### config.mk
export PLATFORM = sky130hd
export DESIGN_NAME = mux4_rr_select
export DESIGN_NICKNAME = d
export VERILOG_FILES = /design/src/rtl/mux4_rr_select.sv
export SDC_FILE = /design/constraint.sdc
export NUM_CORES = 1
export LEC_CHECK = 0
export CAP_MARGIN = 10
export CORE_MARGIN = 2
export CORE_UTILIZATION = 50
export CTS_CLUSTER_DIAMETER = 120
export DETAILED_ROUTE_END_ITERATION = 7
export HOLD_SLACK_MARGIN = 0.1
export PLACE_DENSITY_LB_ADDON = 0.08
export SLEW_MARGIN = 20
export SYNTH_ARGS = -nofsm -noshare
export SYNTH_HDL_FRONTEND = slang
export SYNTH_SLANG_ARGS = --single-unit
### constraint.sdc
create_clock -name clk -period 1.96 [get_ports clk]
set_input_delay 0.392 -clock clk [delete_from_list [all_inputs] [get_ports clk]]
set_output_delay 0.392 -clock clk [all_outputs]
set_load 0.005 [all_outputs]
### src/rtl/mux4_rr_select.sv
// mux4_rr_select: round-robin select generator for a 4:1 tristate mux stage.
// Grants one requester at a time and keeps one idle cycle between grants
// so that two tristate enables can never overlap. Each grant is ended
// after MAX_HOLD cycles if the owner does not release it first.
module mux4_rr_select #(
    parameter int MAX_HOLD = 16
) (
    input  logic       clk,
    input  logic       rst_n,
    input  logic [3:0] req,
    input  logic       done,
    output logic [1:0] s,
    output logic [3:0] grant,
    output logic       busy,
    output logic       timeout
);

    localparam int CW = $clog2(MAX_HOLD + 1);
    localparam logic [CW-1:0] MAX_CNT = CW'(MAX_HOLD);

    typedef enum logic [0:0] {
        IDLE  = 1'b0,
        GRANT = 1'b1
    } state_t;

    state_t        state_r;
    state_t        next_state_s;
    logic [1:0]    ptr_r;
    logic [1:0]    next_ptr_s;
    logic [CW-1:0] cnt_r;
    logic [CW-1:0] next_cnt_s;
    logic [1:0]    next_s_s;
    logic [3:0]    next_grant_s;
    logic          next_busy_s;
    logic          next_timeout_s;
    logic [1:0]    winner_s;

    // First set request bit scanning from the pointer upward, wrapping 3 -> 0.
    function automatic logic [1:0] rr_pick(input logic [3:0] r, input logic [1:0] p);
        logic [1:0] idx;
        logic [1:0] win;
        win = 2'b00;
        for (int k = 3; k >= 0; k--) begin
            idx = p + 2'(k);
            if (r[idx]) begin
                win = idx;
            end else begin
                win = win;
            end
        end
        return win;
    endfunction

    // Decode a 2-bit index into a one-hot tristate enable.
    function automatic logic [3:0] one_hot(input logic [1:0] idx);
        logic [3:0] oh;
        oh = 4'b0000;
        oh[idx] = 1'b1;
        return oh;
    endfunction

    // Round-robin winner for the current pointer and request vector.
    always_comb begin
        winner_s = rr_pick(req, ptr_r);
    end

    // Next-state and next-output decode for the IDLE/GRANT controller.
    always_comb begin
        next_state_s   = state_r;
        next_ptr_s     = ptr_r;
        next_cnt_s     = cnt_r;
        next_s_s       = s;
        next_grant_s   = grant;
        next_busy_s    = busy;
        next_timeout_s = 1'b0;
        case (state_r)
            IDLE: begin
                if (req != 4'b0000) begin
                    next_state_s = GRANT;
                    next_s_s     = winner_s;
                    next_grant_s = one_hot(winner_s);
                    next_busy_s  = 1'b1;
                    next_cnt_s   = CW'(1);
                end else begin
                    next_grant_s = 4'b0000;
                    next_busy_s  = 1'b0;
                end
            end
            GRANT: begin
                // Voluntary release (done or request dropped) beats the hold limit.
                if (done || !req[s] || (cnt_r == MAX_CNT)) begin
                    next_state_s   = IDLE;
                    next_grant_s   = 4'b0000;
                    next_busy_s    = 1'b0;
                    next_ptr_s     = s + 2'd1;
                    next_cnt_s     = '0;
                    next_timeout_s = !(done || !req[s]);
                end else begin
                    next_cnt_s = cnt_r + CW'(1);
                end
            end
            default: begin
                next_state_s = IDLE;
                next_grant_s = 4'b0000;
                next_busy_s  = 1'b0;
                next_cnt_s   = '0;
            end
        endcase
    end

    // Controller state, pointer, hold counter and registered outputs.
    always_ff @(posedge clk or negedge rst_n) begin
        if (!rst_n) begin
            state_r <= IDLE;
            ptr_r   <= 2'b00;
            cnt_r   <= '0;
            s       <= 2'b00;
            grant   <= 4'b0000;
            busy    <= 1'b0;
            timeout <= 1'b0;
        end else begin
            state_r <= next_state_s;
            ptr_r   <= next_ptr_s;
            cnt_r   <= next_cnt_s;
            s       <= next_s_s;
            grant   <= next_grant_s;
            busy    <= next_busy_s;
            timeout <= next_timeout_s;
        end
    end

endmodule

==> flow_summary.json <==
{
  "synthDistinctLibCells": 36,
  "yosys.area.top_type": "dfrtp_1",
  "cts_sinks": 16,
  "synth_edf_count": 0,
  "cts_buffer_depth": 2,
  "cp.buffers_inverters": 1,
  "post-cts-setup-buffer-count": 0,
  "ys.flop_type": "dfrtp_1",
  "grt_pass1_vias": 717,
  "die_w_um": 46,
  "relSlewSlack_pct": 74.1,
  "drv_cap": 0,
  "yosysMostFrequentCell": "dfrtp_1",
  "netlist_area_um2": 882,
  "cts_tree": "done",
  "clk_pin_slew_ps": 90,
  "vias": 727,
  "ant_nets": 0,
  "core_area_um2": 1690,
  "portBuffers": 14,
  "ys_ff_latch": 16,
  "synth_nets": 89,
  "drtIter0Drc": 13,
  "p_leak_uw": 0.000517,
  "drt_wl_total_um": 1730,
  "grt_util_all_layers_pct": 21.3,
  "route.detailed.drc": 0,
  "cts_buffers": 3,
  "synth_top_cell_area_share_pct": 45.4,
  "clock_latency_ps": 280,
  "slowest_stage": "clkdlybuf4s50_1",
  "fin_nets": 119,
  "dp_hpwl_um": 1370,
  "htreeDepth": 1,
  "syn_inst": 80,
  "power_density_nw_per_um2": 1250,
  "final_core_util_pct": 69.0,
  "wire_per_inst_um": 13.8,
  "critPathKind": "flip-flop to output pin",
  "grt-ovfl-total": 0,
  "grt_max_degree": 17,
  "place_ws_ps": 18.7,
  "async_flop_share_pct": 100,
  "vdd_ir_drop_max_mv": 0.794,
  "period_needed_ps": 1720,
  "clock-skew-final_ps": 2.57,
  "setup_viol": 0,
  "required_ps": 1570,
  "grt_pass1_wl_um": 3170,
  "critPathCaptureType": "output pin",
  "critical-path-max-stage-delay_ps": 550,
  "die-area_um2": 2120,
  "crit_chain": "clkdlybuf4s50_1",
  "critical_path.startpoint_type": "flip-flop",
  "synth_commonest_cells": "dfrtp_1, inv_1, nor2_1",
  "final_layout_size_suffix_gt1_share_pct": 22.9,
  "tightest_slew_ps": 385,
  "drv_slew": 0,
  "firstDrtPassIters": 4,
  "rsz0062_at_grt": "no",
  "fp-row-count": 15,
  "worst-path-max-fanout": 6,
  "io_pins": 15,
  "period_share_pct": 87.6,
  "via_per_inst": 5.77,
  "syn_area_per_cell_um2": 11.0,
  "post_cts_resized": 0,
  "ys_top_cells_by_area": "dfrtp_1, mux2_4, a32oi_4",
  "finalSetupTns_ps": 0,
  "area_delta_synth_final_pct": 32.1,
  "crit_path_start": "s[0]",
  "antenna_cells": 0,
  "final_hold_viol_count": 0,
  "gp_congestion": 0.783,
  "ys_seq_area_share_pct": 45.4,
  "r2r_start": "s[0]",
  "arrival_ps": 1330,
  "setup_slack_ps": 243,
  "ctsRootBufferMaster": "clkbuf_4",
  "status": "finished clean",
  "cp_top_family": "buffers and inverters",
  "hp-class": "input pin to async pin",
  "fp.dieH_um": 46,
  "start_util_pct": 52.2,
  "fmax_mhz": 582,
  "grt_antenna_before_repair": 0,
  "ys_warn_count": 0,
  "postCtsHoldBufs": 0
}
worst paths after layout:
path / endpoint / depth (start not counted) / slack [ps]
setup reg to reg: ptr_r[1] / 4 / 260
setup / recovery: s[0] / 1 / 240
hold reg to reg: grant[0] / 1 / 500
hold / removal: s[0] / 2 / 420
min in group clk: grant[0] / 1 / 500
max in group asynchronous: cnt_r[4] / 2 / 1360
cell families (layout without fill, tap and decap cells):
logic type / after synthesis / after routing / share of synthesized area (%)
compound gates: 23 / 23 / 23.4
xor+xnor: 1 / 1 / 0.993
fa+ha+maj: 2 / 2 / 2.84
buf+inv: 7 / 36 / 3.12
flops: 16 / 16 / 45.4
mux: 4 / 4 / 5.82
simple gates: 27 / 27 / 18.4
routing by layer:
| metal | track usage (%) | wire length (um) | up-vias |
|---|---|---|---|
| met5 | 0 | 0 | - |
| met2 | 33.6 | 812 | 12 |
| met1 | 27.1 | 847 | 353 |
| li1 | - | - | 358 |
| met3 | 6.35 | 46 | 4 |
| met4 | 8.57 | 28 | 0 |
metrics by stage:
stage | hold slack (ps) | power (uW) | cells | cell area, um2
floorplan | 96.4 | 952 | 80 | 882
finish | 420 | 1460 | 126 | 1160
global route | 437 | 1590 | 126 | 1160
CTS | 417 | 1480 | 126 | 1160
global placement | 476 | 1240 | 122 | 1130
detailed placement | 475 | 1260 | 122 | 1130
cells in the final DEF, fill, tap and decap left out, types with 2 or more instances in the layout:
master	instances
dfrtp_1	16
clkdlybuf4s50_1	14
buf_4	12
inv_1	6
nor2_1	5
nand2b_1	4
nor2b_1	3
nor3b_1	3
o2bb2ai_1	3
a22o_1	3
clkbuf_4	3
mux2_4	2
nor3_1	2
a31o_1	2
nand2_1	2
and3_1	2
a21oi_1	2
o31ai_1	2
o21ai_0	2
ha_1	2
power by group:
part / internal [uW] / switching (uW) / total (uW) / leakage (uW)
registers: 441 / 141 / 582 / 0.000206
logic: 394 / 272 / 666 / 0.000290
clock network: 113 / 99.2 / 212 / 0.0000210
total: 948 / 512 / 1460 / 0.000517
registers in the layout (all words and copies together), names as in the netlist:
name,cells
busy,1
cnt_r,5
grant,4
ptr_r,2
s,2
state_r,1
timeout,1
cell type report:
class | instances | area [um2]
Clock buffer | 4 | 36.3
Sequential cell | 16 | 400
Timing Repair Buffer | 26 | 230
Multi-Input combinational cell | 57 | 454
Fill cell | 136 | 524
Inverter | 6 | 22.5
Tap cell | 17 | 21.3
Note: power is estimated with default switching activity, not from simulation.
